$ cat src/rtl/apb_package.sv
// Shared types and defaults for the APB master: FSM state encoding, bus widths,
// response record and the wait-counter width rule.
package apb_package;

  localparam int APB_ADDR_W = 8;
  localparam int APB_DATA_W = 32;

  typedef enum logic [1:0] {
    ST_IDLE   = 2'd0,
    ST_SETUP  = 2'd1,
    ST_ACCESS = 2'd2
  } apb_state_e;

  typedef struct packed {
    logic [APB_DATA_W-1:0] rdata;
    logic                  err;
  } apb_rsp_t;

  // Counter must hold TIMEOUT; a disabled timeout still gets a 1-bit counter.
  function automatic int apb_cnt_w(input int timeout);
    int w;
    w = (timeout > 0) ? $clog2(timeout + 1) : 1;
    return (w < 1) ? 1 : w;
  endfunction

endpackage

$ cat src/rtl/apb_master_timer.sv
// ACCESS wait counter. expired flags the wait cycle whose increment would make
// the count reach TIMEOUT, so the transfer ends after exactly TIMEOUT waits.
module apb_master_timer
  import apb_package::*;
#(
  parameter int TIMEOUT = 16
) (
  input  logic pclk,
  input  logic prst,
  input  logic clear,
  input  logic enable,
  output logic expired
);

  localparam int CNT_W = apb_cnt_w(TIMEOUT);
  localparam logic [CNT_W-1:0] LAST = CNT_W'((TIMEOUT > 0) ? TIMEOUT - 1 : 0);

  logic [CNT_W-1:0] cnt_q;

  always_ff @(posedge pclk or negedge prst) begin
    if (!prst)                    cnt_q <= '0;
    else if (clear)               cnt_q <= '0;
    else if (enable && !(&cnt_q)) cnt_q <= cnt_q + 1'b1;
  end

  // enable is low whenever pready is high, so a ready slave always beats expiry.
  assign expired = (TIMEOUT > 0) && enable && (cnt_q == LAST);

endmodule

$ cat src/rtl/apb_master.sv
// Single-outstanding APB master: takes one upstream request, runs SETUP/ACCESS
// on the bus, and returns a one-cycle response with read data and error.
module apb_master
  import apb_package::*;
#(
  parameter int ADDR_W  = APB_ADDR_W,
  parameter int DATA_W  = APB_DATA_W,
  parameter int TIMEOUT = 16
) (
  input  logic              pclk,
  input  logic              prst,
  input  logic              req_valid,
  output logic              req_ready,
  input  logic              req_wr,
  input  logic [ADDR_W-1:0] req_addr,
  input  logic [DATA_W-1:0] req_wdata,
  output logic              rsp_valid,
  output logic [DATA_W-1:0] rsp_rdata,
  output logic              rsp_err,
  output logic              psel,
  output logic              penable,
  output logic              pwr,
  output logic [ADDR_W-1:0] padd,
  output logic [DATA_W-1:0] pwdata,
  input  logic [DATA_W-1:0] prdata,
  input  logic              pready,
  input  logic              pslverr
);

  apb_state_e state_q, state_d;
  logic       done, tmo, expired;

  always_ff @(posedge pclk or negedge prst) begin
    if (!prst) state_q <= ST_IDLE;
    else       state_q <= state_d;
  end

  always_comb begin
    state_d = state_q;
    done    = 1'b0;
    tmo     = 1'b0;
    case (state_q)
      ST_IDLE:   if (req_valid) state_d = ST_SETUP;
      ST_SETUP:  state_d = ST_ACCESS;
      ST_ACCESS: begin
        if (pready) begin
          done    = 1'b1;
          state_d = ST_IDLE;
        end else if (expired) begin
          tmo     = 1'b1;
          state_d = ST_IDLE;
        end
      end
      default:   state_d = ST_IDLE;
    endcase
  end

  // Gating with prst keeps req_ready low during reset yet high on the first
  // cycle after release.
  assign req_ready = prst && (state_q == ST_IDLE);
  assign psel      = (state_q != ST_IDLE);
  assign penable   = (state_q == ST_ACCESS);

  // Bus address/data/direction hold their last values between transfers.
  always_ff @(posedge pclk or negedge prst) begin
    if (!prst) begin
      pwr    <= 1'b0;
      padd   <= '0;
      pwdata <= '0;
    end else if (state_q == ST_IDLE && req_valid) begin
      pwr    <= req_wr;
      padd   <= req_addr;
      pwdata <= req_wdata;
    end
  end

  always_ff @(posedge pclk or negedge prst) begin
    if (!prst) begin
      rsp_valid <= 1'b0;
      rsp_err   <= 1'b0;
      rsp_rdata <= '0;
    end else begin
      rsp_valid <= done | tmo;
      rsp_err   <= tmo | (done & pslverr);
      rsp_rdata <= (done && !pwr) ? prdata : '0;
    end
  end

  apb_master_timer #(.TIMEOUT(TIMEOUT)) u_timer (
    .pclk    (pclk),
    .prst    (prst),
    .clear   (state_q == ST_SETUP),
    .enable  ((state_q == ST_ACCESS) && !pready),
    .expired (expired)
  );

endmodule

$ cat config.mk
export PLATFORM = sky130hd
export DESIGN_NAME = apb_master
export DESIGN_NICKNAME = d
export VERILOG_FILES = /design/src/rtl/apb_package.sv /design/src/rtl/apb_master_timer.sv /design/src/rtl/apb_master.sv
export SDC_FILE = /design/constraint.sdc
export NUM_CORES = 1
export LEC_CHECK = 0
export ABC_AREA = 1
export CAP_MARGIN = 25
export CORE_MARGIN = 2
export CORE_UTILIZATION = 30
export DETAILED_ROUTE_END_ITERATION = 16
export HOLD_SLACK_MARGIN = 0.12
export PLACE_DENSITY = 0.63
export SLEW_MARGIN = 20
export SYNTH_ARGS = -nofsm -noshare
export SYNTH_HDL_FRONTEND = slang
export SYNTH_HIERARCHICAL = 1
export SYNTH_SLANG_ARGS = --single-unit
$ cat constraint.sdc
create_clock -name pclk -period 1.7 [get_ports pclk]
set_clock_uncertainty 0.15 [all_clocks]
set_input_delay 0.34 -clock pclk [delete_from_list [all_inputs] [get_ports pclk]]
set_output_delay 0.34 -clock pclk [all_outputs]
set_load 0.02 [all_outputs]
# After elaboration in Yosys (flattened, before gate mapping)
# Cells that the tools add are included.
[classes]
muxes = 12
n_reduce_logical = 14
bitwise_logic = 3
add_sub_neg = 1
eq_ne = 5
[op_table]
columns = ["operator", "count"]
rows = [
  ["2-to-1 mux 32 bit", 1],
  ["2-to-1 mux 5 bit", 2],
  ["logical AND 1 bit", 6],
  ["2-to-1 mux 2 bit", 3],
  ["case mux 2 bit (3 select lines)", 1],
  ["adder 5 x 1 -> 5 bit (second input constant)", 1],
  ["== test 5 x 4 -> 1 bit (second input constant)", 1],
  ["2-to-1 mux 1 bit", 5],
  ["AND reduction 5 bit", 1],
  ["nonzero test 2 bit", 2],
  ["zero test 1 bit", 3],
  ["inequality test 3 x 1 -> 1 bit (second input constant)", 1],
  ["== test 2 x 1 -> 1 bit (second input constant)", 1],
  ["== test 2 bit (second input constant)", 1],
  ["zero test 2 bit", 1],
  ["inequality test 2 bit (second input constant)", 1],
  ["bitwise OR 1 bit", 2],
  ["AND reduction 2 bit", 1],
  ["bitwise AND 1 bit", 1],
]
[word_totals]
out_inout_bits = 78
regBits = 82
input_bits = 78
word_cells = 43

# Longest topological paths before layout
[logic_depth]
ltp_word = 7
ltp_mapped = 11
mapped_depth_nobuf = 11

# Modules after synthesis
# Netlist, hierarchy kept.
[by_module_without_submodules]
columns = ["module", "area_per_inst_um2", "instances", "cells_per_inst", "seq_area_each_um2"]
rows = [
  ["apb_master", 2932.8, 1, 305, 1926.8],
  ["apb_master_timer", 287.8, 1, 39, 125.1],
]

# Worst setup path before layout
# OpenSTA, ideal clock, no wires.
[synth_timing]
path_type = "reg-to-reg"
start = "register u_timer.cnt_q[0]"
end = "register u_timer.cnt_q[3]"
path_stages_with_launch = 11
t_required_ns = 1.433
arrival_ns = 1.268
period_less_slack_ns = 1.535
n_path_buf = 0
setup_ns = 0.117
slack_ns = 0.165
cell_sequence = "dfrtp_1 > ha_1 > nand2_1 > nor2_1 > ha_1 > inv_1 > nand3_1 > nor2_1 > nand2_1 > nand2_1 > nor2_1"
[synth_via]
elab_chain_len = 4
word_cells_on_any_way = 7
cone_classes = "1 x add/sub; 2 x mux; 4 x reduce/logical"
[synth_rtl]
columns = ["element", "line", "text"]
rows = [
  ["start: declaration", "apb_master_timer.sv:18", "logic [CNT_W-1:0] cnt_q;"],
  ["start signal: assignment", "apb_master_timer.sv:23", "else if (enable && !(&cnt_q)) cnt_q <= cnt_q + 1'b1;"],
  ["branches (longest 4 deep; another with adder 5 x 1 -> 5 bit)", "-", ""],
]
# Several ways; the timed one is not identified. The select of a mux whose other input is x is not followed.
# A chain may end at the register's enable or synchronous reset.

# Worst setup path in the final report
[layout_timing]
start = "register state_q[1]"
end = "output req_ready"
[layout_via]
elab_chain_len = 2
[layout_rtl]
columns = ["element", "line", "text"]
rows = [
  ["start: declaration", "apb_master.sv:30", "apb_state_e state_q, state_d;"],
  ["start signal: assignment", "apb_master.sv:35", "else state_q <= state_d;"],
  ["zero test 2 bit", "apb_master.sv:60", "assign req_ready = prst && (state_q == ST_IDLE);"],
  ["logical AND 1 bit", "apb_master.sv:60", ""],
  ["end: declaration", "apb_master.sv:13", "output logic req_ready,"],
]
# Every way passes these cells.

==> run metrics <==
outcome finished, violations left; violated checks negative hold slack, negative setup slack; Core Box Area 0.0104 sq mm; number of remaining DRC errors 0; CP endpoint kind output port; largest net degree at the start of global routing 44; Netlist cell types 17; Fillers 1,029; share of power burned in the clock network 0.170; critical path's slowest cell dfrtp_1; die area 0.0116 sq mm; most frequent cells in the layout 98 x nand2_1, 82 x dfrtp_1, 76 x clkdlybuf4s50_1; Synth Area in XOR/XNOR 0; peak supply drop 0.760 mV; placed cell areas 0.00499 sq mm; Tot Pwr 7.51 mW; largest family of logic cells by synthesized area simple AND/OR/NAND/NOR gates; R2R Path End pwdata[27]; Place WS -0.203 ns; crit path DAT 1.21 ns; Comb power frac 0.450; yosys warns 6; antenna violations before repair 0; Hold WS -0.110 ns; Placed Cells 630; critical path's largest stage delay 0.42 ns; CTS Sinks 82; I/O Buffers 155; Final Cycle Share 1.00; Via Count 2,832; clock root cell clkbuf_8; CP required 1.21 ns; final wirelength 8470 um; Cells after Synth 344; Max Cap Violations 0; DR iter-0 viols 129; Syn-to-layout area delta 59.8%; Pre-antenna DRT Iters 4; Mapped Nets 425; # H-tree levels 3; Flop pwr share 0.380; post-route ant nets 0; share of cells above drive strength 1 0.107; grt ovf 0; Reg clk slew, reported paths 0.09 ns; vias per cell 4.35; worst r2r path cells 6; Compound-Gate Fraction of Synth Area 0.00311; Clock Path Buffers 2; min Tclk post-route 1.70 ns; all-layer global routing usage 0.152; CP Launch Type flip-flop; vias in the first global route 2,803; sw frac 0.415; Fmax 0.588 GHz; Int Power 4.40 mW; Clock Latency Late Sink 0.35 ns; commonest non-fill, non-tap cell in the layout nand2_1; Nets 591; first-pass GRT wire length 13,800 um; Seq/Total Area, Yosys 0.637; Final Hold Fails 39; number of inserted diodes 0; Design Area, Final 0.00514 sq mm; critical-path maximum fanout 2; P_leak 2.84 nW; syn avg cell area 9.36 sq um; row cnt 37; final non-filler cell total 651; CTS buffer count 9; crit-path most repeated cell nor2_4; dpl hpwl 6070 um; Synth Area in Simple Gates 0.263; Synth Area in Adders 0.0117; PwrDens 1460 mW/mm^2; Routed wire per std cell 13.0 um; multiplexer share of the synthesized area 0; final worst slack -0.00122 ns; DIE HEIGHT 108 um; starting density of the core 0.311; placer's final routability congestion estimate 0.771; internal reg-to-reg setup slack 0.03 ns; worst path cell trace nor2_4 > inv_1 > nor2_4 > buf_6; synthesis-stage register bit count 82; Psw 3.12 mW; RSZ-0062 raised after global routing yes; Die W 108 um; final setup vio count 1; Slew HR 0.635; HP Class in2async; WS Path Type reg2out; reg2reg start state_q[1]; max-slew violations 0; Mapped Area 0.00322 sq mm; CTS tree done; worst slew pin tran 0.548 ns; I/O Pins 156
## cells by family after synthesis
family	count (synthesis)
flops	82
simple gates	191
buf+inv	66
fa+ha+maj	3
compound gates	2
## state kept, by name, indices dropped and copies added, names as in the netlist
register / count
state_q: 2
rsp_err: 1
pwdata: 32
rsp_rdata: 32
padd: 8
rsp_valid: 1
u_timer/cnt_q: 5
pwr: 1
## cell usage after synthesis
| cell type | count | share of area |
|---|---|---|
| a21oi_1 | 2 | 0.0031 |
| buf_2 | 8 | 0.012 |
| buf_4 | 4 | 0.0093 |
| clkbuf_1 | 8 | 0.0093 |
| dfrtp_1 | 82 | 0.64 |
| ha_1 | 3 | 0.012 |
| inv_1 | 45 | 0.052 |
| inv_2 | 1 | 0.0012 |
| nand2_1 | 98 | 0.11 |
| nand2_2 | 3 | 0.0058 |
| nand3_1 | 45 | 0.070 |
| nand3_2 | 1 | 0.0031 |
| nor2_1 | 9 | 0.010 |
| nor2_2 | 1 | 0.0019 |
| nor2_4 | 1 | 0.0035 |
| nor3_1 | 31 | 0.048 |
| nor3_2 | 2 | 0.0062 |
## routing by layer
| layer | share of wire | vias to the layer above | track usage |
|---|---|---|---|
| li1 | - | 1394 | - |
| met4 | 0.011 | 0 | 0.0549 |
| met1 | 0.44 | 1331 | 0.199 |
| met3 | 0.089 | 9 | 0.0557 |
| met2 | 0.46 | 98 | 0.233 |
| met5 | 0 | - | 0 |
## worst max-delay path: cells and delay by family, from the launching register on
| family | cells | cell delay, ns |
|---|---|---|
| AND/OR/NAND/NOR | 2 | 0.23 |
| flip-flops | 1 | 0.42 |
| buffers and inverters | 2 | 0.21 |
## metrics by stage
step	setup TNS, ns	hold WS (ns)	util
finish	-0.00122	-0.110	0.496
detailed placement	-0.446	0.286	0.481
global route	-2.81	-0.0880	0.496
global placement	-0.373	0.284	0.481
floorplan	0	-0.106	-
CTS	-0.0227	-0.105	0.491
## power by group through the flow
stage                     Sequential [mW]  Clock (mW)  Combinational [mW]
final                                2.85        1.28                3.38
after floorplan                      3.59           0                1.14
after global placement               2.90           0                3.65
after CTS                            2.86        1.33                3.34
after detailed placement             2.91           0                3.70
after global routing                 2.93        1.42                3.71
## worst max path at each step
stage | end | startpoint | depth (start not counted)
4_1_cts | req_ready | state_q[1] | 4
6_report | req_ready | state_q[1] | 4
3_5_place_dp | req_ready | state_q[0] | 4
5_1_grt | pwdata[30] | state_q[1] | 6
2_1_floorplan | u_timer/cnt_q[3] | u_timer/cnt_q[0] | 10
3_3_place_gp | req_ready | state_q[0] | 4
## area by class of cell
| cell class | count | area [sq um] | area share |
|---|---|---|---|
| multi-input cells | 196 | 927 | 0.180 |
| repair buffers | 175 | 1650 | 0.320 |
| well taps | 136 | 170 | 0.0331 |
| flip-flops and latches | 82 | 2050 | 0.399 |
| clock buffers | 9 | 124 | 0.0241 |
| clock inverters | 7 | 52.6 | 0.0102 |
| inverters | 46 | 173 | 0.0336 |
## what timing repair did
item / CTS / global route
setup buffers: 1 / 4
pin swaps: 0 / 2
endpoints found under the hold margin: 39 / 39
gates resized for setup: 96 / 8
endpoints found under the setup margin: 78 / 48
(Power assumes the default switching activity.)
